<file path="src/rtl/seq_packet_serializer.sv">
// Serialises a multi-lane sequence packet into one sequence per cycle in ascending lane order,
// skipping lanes whose strobe is clear and tagging each sequence with its index within the job.
module seq_packet_serializer #(
  parameter int PACKET_SIZE = 4,
  parameter int LL_BITS     = 8,
  parameter int ML_BITS     = 8,
  parameter int OFFSET_BITS = 16,
  parameter int IDX_BITS    = 16
) (
  input  logic                               clk,
  input  logic                               rst,
  input  logic                               i_valid,
  output logic                               i_ready,
  input  logic [PACKET_SIZE-1:0]             i_strb,
  input  logic [PACKET_SIZE*LL_BITS-1:0]     i_ll,
  input  logic [PACKET_SIZE*ML_BITS-1:0]     i_ml,
  input  logic [PACKET_SIZE*OFFSET_BITS-1:0] i_offset,
  input  logic [PACKET_SIZE*ML_BITS-1:0]     i_overlap,
  input  logic [PACKET_SIZE-1:0]             i_eoj,
  input  logic [PACKET_SIZE-1:0]             i_delim,
  output logic                               o_valid,
  input  logic                               o_ready,
  output logic [LL_BITS-1:0]                 o_ll,
  output logic [ML_BITS-1:0]                 o_ml,
  output logic [OFFSET_BITS-1:0]             o_offset,
  output logic [ML_BITS-1:0]                 o_overlap,
  output logic                               o_eoj,
  output logic                               o_delim,
  output logic [IDX_BITS-1:0]                o_seq_idx
);

  localparam int P     = PACKET_SIZE;
  localparam int SEL_W = (P > 1) ? $clog2(P) : 1;

  // Holding register: one packet plus the mask of lanes not yet handed to the output stage
  logic [P-1:0]             pend_q, pend_d;
  logic [P*LL_BITS-1:0]     ll_q, ll_d;
  logic [P*ML_BITS-1:0]     ml_q, ml_d;
  logic [P*OFFSET_BITS-1:0] off_q, off_d;
  logic [P*ML_BITS-1:0]     ov_q, ov_d;
  logic [P-1:0]             eoj_q, eoj_d;
  logic [P-1:0]             delim_q, delim_d;

  logic                   o_valid_q, o_valid_d;
  logic [LL_BITS-1:0]     o_ll_q, o_ll_d;
  logic [ML_BITS-1:0]     o_ml_q, o_ml_d;
  logic [OFFSET_BITS-1:0] o_off_q, o_off_d;
  logic [ML_BITS-1:0]     o_ov_q, o_ov_d;
  logic                   o_eoj_q, o_eoj_d;
  logic                   o_delim_q, o_delim_d;
  logic [IDX_BITS-1:0]    o_idx_q, o_idx_d;
  logic [IDX_BITS-1:0]    cnt_q, cnt_d;

  logic [LL_BITS-1:0]     lane_ll  [P];
  logic [ML_BITS-1:0]     lane_ml  [P];
  logic [OFFSET_BITS-1:0] lane_off [P];
  logic [ML_BITS-1:0]     lane_ov  [P];

  for (genvar gi = 0; gi < P; gi++) begin : g_lane
    assign lane_ll[gi]  = ll_q[gi*LL_BITS +: LL_BITS];
    assign lane_ml[gi]  = ml_q[gi*ML_BITS +: ML_BITS];
    assign lane_off[gi] = off_q[gi*OFFSET_BITS +: OFFSET_BITS];
    assign lane_ov[gi]  = ov_q[gi*ML_BITS +: ML_BITS];
  end

  logic [SEL_W-1:0] sel;
  logic             sel_found;
  logic             adv, load, accept, one_left;

  always_comb begin
    sel       = '0;
    sel_found = 1'b0;
    for (int i = 0; i < P; i++) begin
      if (pend_q[i] && !sel_found) begin
        sel       = i[SEL_W-1:0];
        sel_found = 1'b1;
      end
    end
  end

  always_comb begin
    adv      = !o_valid_q || o_ready;
    load     = adv && (pend_q != '0);
    one_left = (pend_q != '0) && ((pend_q & (pend_q - P'(1))) == '0);
    i_ready  = (pend_q == '0) || (adv && one_left);
    accept   = i_valid && i_ready;

    pend_d    = pend_q;
    ll_d      = ll_q;
    ml_d      = ml_q;
    off_d     = off_q;
    ov_d      = ov_q;
    eoj_d     = eoj_q;
    delim_d   = delim_q;
    o_valid_d = o_valid_q;
    o_ll_d    = o_ll_q;
    o_ml_d    = o_ml_q;
    o_off_d   = o_off_q;
    o_ov_d    = o_ov_q;
    o_eoj_d   = o_eoj_q;
    o_delim_d = o_delim_q;
    o_idx_d   = o_idx_q;
    cnt_d     = cnt_q;

    if (load) begin
      pend_d    = pend_q & ~(P'(1) << sel);
      o_valid_d = 1'b1;
      o_ll_d    = lane_ll[sel];
      o_ml_d    = lane_ml[sel];
      o_off_d   = lane_off[sel];
      o_ov_d    = lane_ov[sel];
      o_eoj_d   = eoj_q[sel];
      o_delim_d = delim_q[sel];
      o_idx_d   = cnt_q;
      if (eoj_q[sel]) begin
        cnt_d = '0;
      end else if (cnt_q != '1) begin
        cnt_d = cnt_q + IDX_BITS'(1);
      end
    end else if (adv) begin
      o_valid_d = 1'b0;
    end

    // A new packet overwrites the holding register after its last lane was read above
    if (accept) begin
      pend_d  = i_strb;
      ll_d    = i_ll;
      ml_d    = i_ml;
      off_d   = i_offset;
      ov_d    = i_overlap;
      eoj_d   = i_eoj;
      delim_d = i_delim;
    end
  end

  always_ff @(posedge clk or posedge rst) begin
    if (rst) begin
      pend_q    <= '0;
      ll_q      <= '0;
      ml_q      <= '0;
      off_q     <= '0;
      ov_q      <= '0;
      eoj_q     <= '0;
      delim_q   <= '0;
      o_valid_q <= 1'b0;
      o_ll_q    <= '0;
      o_ml_q    <= '0;
      o_off_q   <= '0;
      o_ov_q    <= '0;
      o_eoj_q   <= 1'b0;
      o_delim_q <= 1'b0;
      o_idx_q   <= '0;
      cnt_q     <= '0;
    end else begin
      pend_q    <= pend_d;
      ll_q      <= ll_d;
      ml_q      <= ml_d;
      off_q     <= off_d;
      ov_q      <= ov_d;
      eoj_q     <= eoj_d;
      delim_q   <= delim_d;
      o_valid_q <= o_valid_d;
      o_ll_q    <= o_ll_d;
      o_ml_q    <= o_ml_d;
      o_off_q   <= o_off_d;
      o_ov_q    <= o_ov_d;
      o_eoj_q   <= o_eoj_d;
      o_delim_q <= o_delim_d;
      o_idx_q   <= o_idx_d;
      cnt_q     <= cnt_d;
    end
  end

  assign o_valid   = o_valid_q;
  assign o_ll      = o_ll_q;
  assign o_ml      = o_ml_q;
  assign o_offset  = o_off_q;
  assign o_overlap = o_ov_q;
  assign o_eoj     = o_eoj_q;
  assign o_delim   = o_delim_q;
  assign o_seq_idx = o_idx_q;

endmodule

</file>
<file path="config.mk">
export PLATFORM = sky130hd
export DESIGN_NAME = seq_packet_serializer
export DESIGN_NICKNAME = d
export VERILOG_FILES = /design/src/rtl/seq_packet_serializer.sv
export SDC_FILE = /design/constraint.sdc
export NUM_CORES = 1
export LEC_CHECK = 0
export ABC_CLOCK_PERIOD_IN_PS = 17300
export BUFFER_PORTS_ARGS = -buffer_cell sky130_fd_sc_hd__buf_2
export CAP_MARGIN = 20
export CORE_ASPECT_RATIO = 1.4
export CORE_MARGIN = 4
export CORE_UTILIZATION = 35
export DETAILED_ROUTE_END_ITERATION = 12
export SETUP_SLACK_MARGIN = 0.02
export SKIP_LAST_GASP = 1
export SYNTH_ARGS = -nofsm -noshare
export SYNTH_HDL_FRONTEND = slang
export SYNTH_SLANG_ARGS = --single-unit
</file>
<file path="constraint.sdc">
create_clock -name clk -period 17.3 [get_ports clk]
set_input_delay 0.865 -clock clk [delete_from_list [all_inputs] [get_ports clk]]
set_output_delay 0.865 -clock clk [all_outputs]
set_load 0.01 [all_outputs]
</file>
* Word-level counts from Yosys, hierarchy flattened
Index checks and enable logic that the tools add are counted.
** Word-level totals
- Word-level logic and storage cells :: 74
- Output and inout bits :: 60
- Input bits :: 176
- Bits in registers :: 247
** Operators by class
- $add $sub $neg :: 2
- Mux-type cells :: 28
- Reduce and logical (&&, ||, !) cells :: 20
- Bitwise gates (word level) :: 4
- Eq/ne operators :: 1
- $lt $le $gt $ge :: 2
- Shift-type cells :: 1
** Operators with widths (number)
- two-way mux 16 bit :: 4
- binary-select mux 8 bit (select 2 bit) :: 3
- two-way mux 8 bit :: 6
- binary-select mux 16 bit (select 2 bit) :: 1
- adder 16 x 1 -> 16 bit (second input constant) :: 1
- inequality test 16 bit (second input constant) :: 1
- bitwise AND 4 bit :: 2
- logical NOT 4 bit :: 2
- two-way mux 1 bit :: 8
- two-way mux 4 bit :: 2
- logical AND 1 bit :: 7
- nonzero test 2 bit :: 3
- binary-select mux 1 bit (select 2 bit) :: 2
- logical NOT 1 bit :: 4
- two-way mux 2 bit :: 2
- NOT 4 bit :: 1
- nonzero test 4 bit :: 1
- << shifter 1 x 2 -> 4 bit (first input constant) :: 1
- subtractor 4 x 1 -> 4 bit (second input constant) :: 1
- >= comparator 3 bit (second input constant) :: 1
- < comparator 2 x 3 -> 1 bit (second input constant) :: 1
- NOT 2 -> 3 bit :: 1
- logical OR 1 bit :: 2
- AND reduction 2 bit :: 1

* Longest topological paths before layout
Gate-level depths: netlist of the first run.
- Depth in word-level cells :: 15
- Gate-level depth with buffers :: 8
- Depth with buffers taken out :: 5

* Worst setup path before layout of the first run
OpenSTA, ideal clock, no wires.
- Kind :: input to output
- Start :: input o_ready
- End :: output i_ready
- Setup slack :: 14.763 ns
- Cell stages on the path :: 5
- Path buffers :: 1
- Arrival time :: 1.672 ns
- Data required time :: 16.435 ns
- Cell sequence :: nor2b_4 -> buf_6 -> maj3_1 -> o21ai_0 -> o2bb2ai_1
** Between the ends
- Word-level cells in the longest chain between the ends :: 3
** Ends and longest elaborated chain
- start, declared :: line 22 : input logic o_ready,
- logical OR 1 bit :: line 82 : adv = !o_valid_q || o_ready;
- logical AND 1 bit :: line 85 : i_ready = (pend_q == '0) || (adv && one_left);
- logical OR 1 bit :: line 85
- end, declared :: line 13 : output logic i_ready,
Every way passes these cells.

* Worst setup path in the final report of the first run
- Start :: register pend_q[0]
- End :: register off_q[60]
** Between the ends
- Word-level cells in the longest chain between the ends :: 7
** Ends and longest elaborated chain
- start, declared :: line 36 : logic [P-1:0] pend_q, pend_d;
- start signal, assigned :: line 155 : pend_q <= pend_d;
- subtractor 4 x 1 -> 4 bit :: line 84 : one_left = (pend_q != '0) && ((pend_q & (pend_q - P'(1))) == '0);
- bitwise AND 4 bit :: line 84
- logical NOT 4 bit :: line 84
- logical AND 1 bit :: line 84
- logical AND 1 bit :: line 85
- logical OR 1 bit (*) :: line 85
- logical AND 1 bit (*) :: line 86 : accept = i_valid && i_ready;
- end signal, assigned :: line 141 : off_q <= '0;
- end signal, assigned :: line 158 : off_q <= off_d;
- end, declared :: line 39 : logic [P*OFFSET_BITS-1:0] off_q, off_d;
Mark *: on every way between the ends. The rest lies on a longest branch, timed or not.
A chain may end at the register's enable or synchronous reset.

==> results of run 1 <==
[how the worst max path moves through the flow]
stage	to	cells past startpoint	slack (ns)	from
final	off_q[60]	6	13.71	pend_q[0]
after CTS	off_q[45]	5	13.55	pend_q[1]
after global placement	ml_q[2]	5	13.61	pend_q[1]
after detailed placement	off_q[45]	5	13.58	pend_q[1]
after floorplan	cnt_q[0]	1	9.65	rst
after global routing	off_q[44]	6	13.48	pend_q[0]
[final cells by class]
cell class | count | area (um^2) | share of cell area [%]
Timing Repair Buffer | 250 | 1320 | 10.0
Inverter | 12 | 52.6 | 0.399
Multi-Input combinational cell | 518 | 4340 | 32.9
Antenna cell | 10 | 25.0 | 0.190
Tap cell | 390 | 488 | 3.70
Clock inverter | 10 | 81.3 | 0.617
Sequential cell | 247 | 6180 | 46.9
Clock buffer | 33 | 696 | 5.28
[logic make-up after synthesis]
family	after synthesis	synth area share, %
and+or+nand+nor	193	9.45
buffers and inverters	75	3.55
AOI/OAI and AO/OA	155	9.89
DFF	247	56.9
adders and majority gates	2	0.207
muxes	168	20.0
[sequential cells by signal, summed over array words and instances (netlist names), 16 cells and up]
name,count
cnt_q,16
ml_q,32
o_seq_idx,16
ov_q,32
off_q,64
o_offset,16
ll_q,32
[cell usage after synthesis, types with 2 or more instances]
| master | count | area share [%] |
|---|---|---|
| inv_1 | 12 | 0.41 |
| a31oi_1 | 45 | 2.6 |
| o31ai_1 | 6 | 0.41 |
| nand2_1 | 70 | 2.4 |
| or4_1 | 6 | 0.41 |
| nor2_1 | 48 | 1.7 |
| nand2b_1 | 3 | 0.17 |
| nand4_1 | 5 | 0.29 |
| mux2_4 | 76 | 10 |
| mux2_2 | 92 | 9.5 |
| nor4_1 | 7 | 0.40 |
| a21o_1 | 2 | 0.14 |
| nand3_1 | 7 | 0.32 |
| nor4bb_1 | 22 | 2.0 |
| or3_1 | 4 | 0.23 |
| a21oi_1 | 35 | 1.6 |
| a221oi_1 | 24 | 1.9 |
| and4_1 | 3 | 0.24 |
| buf_6 | 10 | 1.0 |
| clkbuf_1 | 34 | 1.2 |
| nor4b_1 | 2 | 0.16 |
| a211oi_1 | 5 | 0.35 |
| buf_2 | 17 | 0.78 |
| o21ai_0 | 12 | 0.55 |
| buf_4 | 2 | 0.14 |
| nor3_1 | 5 | 0.23 |
| a222oi_1 | 17 | 1.6 |
| dfrtp_1 | 247 | 57 |
[worst max-delay path: cells and delay by family, from the launching register on]
family | cells | cell delay [ns]
muxes | 1 | 0.42
DFF | 1 | 0.68
and+or+nand+nor | 1 | 0.23
AOI/OAI and AO/OA | 2 | 0.76
buffers and inverters | 2 | 1.32
[through the flow]
| step | total power [mW] | util, % |
|---|---|---|
| global route | 2.80 | 42.9 |
| finish | 2.62 | 42.9 |
| floorplan | 1.82 | - |
| CTS | 2.65 | 42.7 |
| detailed placement | 2.11 | 40.1 |
| global placement | 2.08 | 40.1 |
[report_power, final]
part,internal [mW],switching [mW]
sequential,0.852,0.165
clock,0.297,0.225
combinational,0.555,0.528
[layer usage]
metal	GRT usage [%]	share of wire [%]	vias up
met4	6.57	2.9	12
met5	0	0.30	-
li1	-	-	3545
met2	27.7	50	222
met1	21.2	40	3827
met3	4.45	6.8	61
==> impl_metrics.py, run 1 <==
metrics = {
    "yosys": {
        "synth_edf_count": 0,
        "postSynth.asyncResetShare_pct": 100,
        "ys.flop_type": "dfrtp_1",
        "netlist_area_um2": 10900,
        "synth_warnings": 0,
        "synth_cells": 840,
        "ys_seq_area_share_pct": 56.9,
        "syn_avg_cell_area_um2": 12.9,
        "synth_fp_nets": 1017,
        "ys_ff_latch": 247,
        "yosysUniqueCellTypes": 50,
    },
    "finish": {
        "fill_cells": 2948,
        "final_cell_mix": "247 x dfrtp_1, 236 x buf_2, 92 x mux2_2, 76 x mux2_4, 70 x nand2_1",
        "instances_no_fill": 1470,
        "fin_nets": 1231,
        "finalInstanceArea_um2": 13200,
        "synthToLayoutAreaGrowth_pct": 21.3,
        "layout_commonest_cell": "dfrtp_1",
        "drive_gt1_share_pct": 44.0,
    },
    "sta": {
        "fmax_ghz": 0.278,
        "hold_slack_ns": 0.467,
        "worstMarginPinSlew_ns": 1.07,
        "finalWorstSetupSlack_ns": 13.71,
        "hold_violations": 0,
        "max_slew_margin_pct": 28.9,
        "period_minus_slack_ns": 3.59,
        "setup_tns_ns": 0,
        "skew_ns": 0.0214,
        "drv_slew": 0,
        "finalCritPeriodShare_pct": 20.8,
        "rsz0062_at_grt": "no",
        "setup_viol": 0,
    },
    "placed_design": {
        "place_congestion": 0.804,
        "hpwl_mm": 19.8,
        "placed_area_um2": 12300,
        "place_ws_ns": 13.58,
        "place_inst": 1414,
        "port_buffers": 235,
    },
    "job": {
        "drv_cap": 0,
    },
    "clock_tree": {
        "cts_tree": "built",
        "clock_latency_ns": 0.53,
        "htreeDepth": 1,
        "cts_hold_buf": 0,
        "clockBufferDepth": 3,
        "cts_sinks": 247,
        "postCtsSetupBuffers": 0,
        "clk_pin_slew_ns": 0.07,
        "cts_inserted_buffers": 25,
        "cts_root_buf": "clkbuf_16",
        "postCtsResizedCells": 0,
    },
    "worst_hold_path": {
        "min_to": "o_seq_idx[7]",
        "holdPathStages": 2,
        "min_from": "o_seq_idx[7]",
        "min_path_type": "reg -> reg",
    },
    "detailed_routing": {
        "wl_mm": 29.1,
        "postRouteAntennaNets": 0,
        "drt-pass1-iter-count": 5,
        "drtIter0Drc": 356,
        "wire_per_inst_um": 19.8,
        "vias_per_cell": 5.22,
        "num_vias": 7667,
        "drc": 0,
    },
    "power": {
        "power.leakage_nw": 6.10,
        "power_per_cell_area_nw_per_um2": 199,
        "vdd_drop_max_mv": 0.121,
    },
    "floorplan": {
        "die_h_um": 217,
        "io_pins": 236,
        "dieArea_um2": 34000,
        "core_area_um2": 30700,
        "rows": 76,
        "fp.dieW_um": 157,
        "start_util_pct": 35.4,
    },
    "setup_path": {
        "path_cells": "buf_4, or2_1, a2111o_1, o21a_4, buf_4, mux2_2",
        "crit_path_max_fanout": 72,
        "r2r_slack_ns": 13.71,
        "cp-end-kind": "register",
        "r2r-end": "off_q[60]",
        "worstSetupPathType": "reg -> reg",
        "worstSetupStartpointType": "register",
        "crit_path_top_delay_cell": "buf_4",
        "critPathMaxStageDelay_ns": 0.95,
        "critical_path_required_ns": 17.71,
        "arrival_ns": 4.00,
        "timing.rr.start": "pend_q[0]",
        "worstRegToRegCells": 6,
        "cp_common_cell": "buf_4",
    },
    "global_route": {
        "grt_first_pass_wirelength_mm": 45.3,
        "grt_pass1_vias": 7946,
        "grt_overflow": 0,
        "antenna_found_initial": 15,
        "gr-usage-all-layers_pct": 16.9,
        "grt_start_max_net_pins": 125,
    },
    "outcome": {
        "outcome": "finished, final reports clean",
    },
}
(Power assumes the default switching activity.)
==> inputs of run 2 (changes only) <==
- ABC_CLOCK_PERIOD_IN_PS: 17300 -> 3000
- clock period: 17.3 -> 3 ns (I/O delays scaled with it)
==> impl_metrics.py, run 2 (synthesized netlist as in run 1, its figures left out) <==
metrics = {
    "clock_tree": {
        "cts_tree": "built",
        "cts_root_buf": "clkbuf_16",
        "clk_pin_slew_ns": 0.06,
        "cts_sinks": 247,
        "cts_inserted_buffers": 26,
        "postCtsResizedCells": 0,
        "clock_latency_ns": 0.54,
        "postCtsSetupBuffers": 0,
        "clockBufferDepth": 3,
        "htreeDepth": 1,
    },
    "finish": {
        "synthToLayoutAreaGrowth_pct": 39.6,
        "fin_nets": 1416,
        "largest_reg_flops": 64,
        "finalInstanceArea_um2": 15200,
        "regMostFlops": "off_q",
        "layout_commonest_cell": "dfrtp_1",
        "final_cell_mix": "247 x dfrtp_1, 235 x buf_2, 174 x dlygate4sd3_1, 92 x mux2_2, 76 x mux2_4",
        "drive_gt1_share_pct": 38.4,
    },
    "setup_path": {
        "worstSetupStartpointType": "register",
        "worstRegToRegCells": 6,
        "cp-end-kind": "register",
        "r2r_slack_ns": 0.48,
        "path_cells": "or2_1, a2111o_1, o21a_4, buf_12, o21ai_0, dlygate4sd3_1",
        "timing.rr.start": "pend_q[1]",
        "crit_path_max_fanout": 54,
        "r2r-end": "pend_q[0]",
        "critical_path_required_ns": 3.48,
        "worstSetupPathType": "reg -> reg",
        "arrival_ns": 3.00,
        "critPathMaxStageDelay_ns": 0.61,
        "crit_path_top_delay_cell": "dfrtp_1",
    },
    "global_route": {
        "grt_pass1_vias": 9332,
        "grt_overflow": 0,
        "grt_start_max_net_pins": 67,
        "gr-usage-all-layers_pct": 18.8,
        "antenna_found_initial": 7,
        "grt_first_pass_wirelength_mm": 51.0,
    },
    "floorplan": {
        "fp.dieW_um": 157,
        "die_h_um": 217,
        "io_pins": 236,
        "start_util_pct": 35.4,
        "core_area_um2": 30700,
        "dieArea_um2": 34000,
        "rows": 76,
    },
    "power": {
        "power_per_cell_area_nw_per_um2": 1050,
        "power.leakage_nw": 6.95,
        "vdd_drop_max_mv": 0.613,
    },
    "sta": {
        "fmax_ghz": 0.397,
        "rsz0062_at_grt": "no",
        "worstMarginPinSlew_ns": 0.902,
        "max_slew_margin_pct": 39.7,
        "period_minus_slack_ns": 2.52,
        "setup_viol": 0,
        "drv_slew": 0,
        "finalWorstSetupSlack_ns": 0.478,
        "finalCritPeriodShare_pct": 84.1,
        "hold_violations": 0,
        "skew_ns": 0.0199,
    },
    "placed_design": {
        "placed_area_um2": 12500,
        "place_ws_ns": 0.595,
        "place_congestion": 0.846,
        "port_buffers": 235,
        "hpwl_mm": 20.5,
    },
    "detailed_routing": {
        "num_vias": 8518,
        "wire_per_inst_um": 19.6,
        "wl_mm": 32.3,
        "drt-pass1-iter-count": 8,
        "vias_per_cell": 5.16,
        "drc": 0,
        "drtIter0Drc": 445,
        "postRouteAntennaNets": 0,
    },
    "outcome": {
        "outcome": "finished, final reports clean",
    },
    "worst_hold_path": {
        "holdPathStages": 4,
        "min_to": "pend_q[1]",
        "min_from": "o_ready",
        "min_path_type": "in -> reg",
    },
    "job": {
        "drv_cap": 0,
    },
}
==> run 2: changes by cell type in the layout (fill, tap and decap cells not counted), sizes merged <==
cell	previous run	this run
inv	13	11
clkinvlp	1	2
diode	10	6
clkbuf	33	37
bufinv	1	3
dlygate4sd3	0	174
buf	250	260
clkinv	7	3
==> run 2: layout make-up <==
type | instances | area (um^2)
Timing Repair Buffer | 434 | 3220
Multi-Input combinational cell | 518 | 4340
Clock buffer | 37 | 763
Clock inverter | 7 | 113
Inverter | 12 | 48.8
Sequential cell | 247 | 6180
Antenna cell | 6 | 15.0
Fill cell | 2641 | 15500
Tap cell | 390 | 488
==> run 2: how the worst max path moves through the flow <==
stage / start / end / slack, ns / depth (start not counted)
after floorplan: rst / cnt_q[0] / -0.40 / 1
after global placement: pend_q[1] / cnt_q[9] / 0.62 / 4
after detailed placement: pend_q[1] / cnt_q[9] / 0.60 / 4
after CTS: pend_q[1] / pend_q[0] / 0.47 / 6
after global routing: pend_q[1] / pend_q[0] / 0.34 / 6
final: pend_q[1] / pend_q[0] / 0.48 / 6
==> run 2: per-layer routing <==
| layer | GRT usage (%) | vias up | routed length, um |
|---|---|---|---|
| li1 | - | 3915 | - |
| met5 | 0 | - | 13 |
| met3 | 3.34 | 84 | 1650 |
| met2 | 32.1 | 256 | 16500 |
| met1 | 22.8 | 4261 | 12800 |
| met4 | 9.00 | 2 | 1300 |
==> run 2: critical path, delay by kind of cell, from the launching register on <==
| kind | cells | cell delay, ns |
|---|---|---|
| AO/OA/AOI/OAI | 3 | 0.66 |
| buffers and inverters | 2 | 0.78 |
| flip-flops | 1 | 0.61 |
| AND/OR/NAND/NOR | 1 | 0.40 |
==> run 2: stage by stage <==
| stage | cells | utilization, % | setup TNS, ns | power, mW | hold slack, ns |
|---|---|---|---|---|---|
| 2_1_floorplan | 840 | - | -97.75 | 10.5 | 0.292 |
| 3_3_place_gp | 1427 | 40.8 | 0 | 12.2 | 0.382 |
| 3_5_place_dp | 1427 | 40.8 | 0 | 12.4 | 0.386 |
| 4_1_cts | 1645 | 49.3 | 0 | 16.0 | 0.0540 |
| 5_1_grt | 1651 | 49.4 | 0 | 16.9 | 0.109 |
| 6_report | 1651 | 49.4 | 0 | 15.9 | 0.0866 |
==> run 2: power by group <==
group,internal [mW],switching (mW),leakage [nW]
combinational,3.45,3.22,3.57
sequential,4.92,1.01,2.95
clock,2.01,1.32,0.429
total,10.4,5.54,6.95
==> run 2: repair_timing <==
item / CTS / global route
setup endpoints to repair: 0 / 0
hold endpoints to repair: 201 / 0
hold buffers: 174 / 0
==> inputs of run 3 (changes only) <==
- ABC_CLOCK_PERIOD_IN_PS: 3000 -> 2500
- clock period: 3 -> 2.5 ns (I/O delays scaled with it)
==> impl_metrics.py, run 3 (synthesized netlist as in run 1, its figures left out) <==
metrics = {
    "outcome": {
        "outcome": "finished, final reports clean",
    },
    "sta": {
        "fmax_ghz": 0.418,
        "setup_viol": 0,
        "period_minus_slack_ns": 2.39,
        "worstMarginPinSlew_ns": 0.989,
        "max_slew_margin_pct": 33.9,
        "rsz0062_at_grt": "no",
        "finalCritPeriodShare_pct": 95.7,
        "skew_ns": 0.0122,
        "hold_violations": 0,
        "drv_slew": 0,
    },
    "global_route": {
        "grt_pass1_vias": 9195,
        "antenna_found_initial": 4,
        "grt_first_pass_wirelength_mm": 50.1,
        "gr-usage-all-layers_pct": 18.4,
        "grt_start_max_net_pins": 66,
        "grt_overflow": 0,
    },
    "floorplan": {
        "rows": 76,
        "fp.dieW_um": 157,
        "dieArea_um2": 34000,
        "die_h_um": 217,
        "io_pins": 236,
        "core_area_um2": 30700,
        "start_util_pct": 35.4,
    },
    "detailed_routing": {
        "wire_per_inst_um": 19.1,
        "drtIter0Drc": 408,
        "vias_per_cell": 5.14,
        "drc": 0,
        "wl_mm": 31.7,
        "num_vias": 8524,
        "drt-pass1-iter-count": 5,
        "postRouteAntennaNets": 0,
    },
    "job": {
        "drv_cap": 0,
    },
    "setup_path": {
        "critical_path_required_ns": 2.38,
        "arrival_ns": 2.27,
        "path_cells": "buf_4, or2_1, nand2b_1, o2bb2ai_1, buf_2",
        "r2r-end": "off_q[26]",
        "worstRegToRegCells": 6,
        "crit_path_max_fanout": 12,
        "timing.rr.start": "pend_q[1]",
        "worstSetupPathType": "reg -> out",
        "cp-end-kind": "output port",
        "crit_path_top_delay_cell": "dfrtp_1",
        "r2r_slack_ns": 0.28,
        "worstSetupStartpointType": "register",
        "critPathMaxStageDelay_ns": 0.47,
    },
    "clock_tree": {
        "clk_pin_slew_ns": 0.06,
        "cts_tree": "built",
        "cts_inserted_buffers": 26,
        "clockBufferDepth": 3,
        "clock_latency_ns": 0.54,
        "htreeDepth": 1,
        "cts_sinks": 247,
        "cts_root_buf": "clkbuf_16",
        "postCtsSetupBuffers": 0,
    },
    "power": {
        "power.leakage_nw": 7.00,
        "power_per_cell_area_nw_per_um2": 1260,
        "vdd_drop_max_mv": 0.792,
    },
    "placed_design": {
        "place_congestion": 0.791,
        "hpwl_mm": 20.9,
        "placed_area_um2": 12600,
        "port_buffers": 235,
    },
    "finish": {
        "layout_commonest_cell": "dfrtp_1",
        "regMostFlops": "off_q",
        "finalInstanceArea_um2": 15200,
        "fin_nets": 1424,
        "post-route-util_pct": 49.6,
        "largest_reg_flops": 64,
        "synthToLayoutAreaGrowth_pct": 40.3,
        "final_cell_mix": "247 x dfrtp_1, 235 x buf_2, 174 x dlygate4sd3_1, 92 x mux2_2, 76 x mux2_4",
        "drive_gt1_share_pct": 39.1,
    },
    "worst_hold_path": {
        "min_path_type": "in -> async",
    },
}
[run 3: cell count changes in the layout (fill, tap and decap cells not counted), sizes merged]
cell / delta
diode: -3
buf: +8
clkbuf: -3
clkinv: +5
[run 3: stage by stage]
stage	hold slack, ns	cells	worst slack (ns)	TNS (ns)	power (mW)
after global placement	0.339	1435	0.229	0	14.8
after CTS	0.321	1655	0.0942	0	19.3
after floorplan	0.267	840	-0.871	-215.07	12.6
final	0.319	1658	0.108	0	19.2
after global routing	0.341	1658	0.0274	0	20.3
after detailed placement	0.347	1435	0.246	0	15.0
[run 3: critical path, delay by kind of cell (launching register included)]
family          cells  cell delay [ns]
simple gates        2             0.50
flops               1             0.47
buf+inv             2             0.43
compound gates      1             0.33
[run 3: where the power goes]
group          switching, mW  internal (mW)  leakage [nW]
clock                   1.63           2.39         0.439
sequential              1.11           5.91          2.95
combinational           3.91           4.23          3.61
total                   6.65           12.5          7.00
[run 3: routing by layer]
layer | vias up | part of all wire, % | global-route usage, %
li1 | 3933 | - | -
met1 | 4212 | 39 | 22.0
met2 | 291 | 51 | 32.4
met3 | 86 | 5.6 | 3.60
met4 | 2 | 3.9 | 7.35
met5 | - | 0.063 | 0
[run 3: worst max path at each step]
| stage | startpoint | end | slack, ns |
|---|---|---|---|
| floorplan | rst | cnt_q[0] | -0.87 |
| global placement | pend_q[1] | cnt_q[1] | 0.23 |
| detailed placement | pend_q[1] | cnt_q[1] | 0.25 |
| CTS | pend_q[1] | i_ready | 0.09 |
| global route | pend_q[1] | i_ready | 0.03 |
| finish | pend_q[1] | i_ready | 0.11 |
[run 3: cell type report]
type | instances | area (um^2)
Antenna cell | 3 | 7.51
Clock buffer | 34 | 742
Clock inverter | 12 | 138
Fill cell | 2694 | 15500
Inverter | 12 | 48.8
Multi-Input combinational cell | 518 | 4350
Sequential cell | 247 | 6180
Tap cell | 390 | 488
Timing Repair Buffer | 442 | 3290
[run 3: repair_timing]
action | in CTS | in global routing
hold buffers | 174 | 0
resized for setup | 0 | 1
endpoints found under the hold margin | 196 | 0
endpoints found under the setup margin | 0 | 1
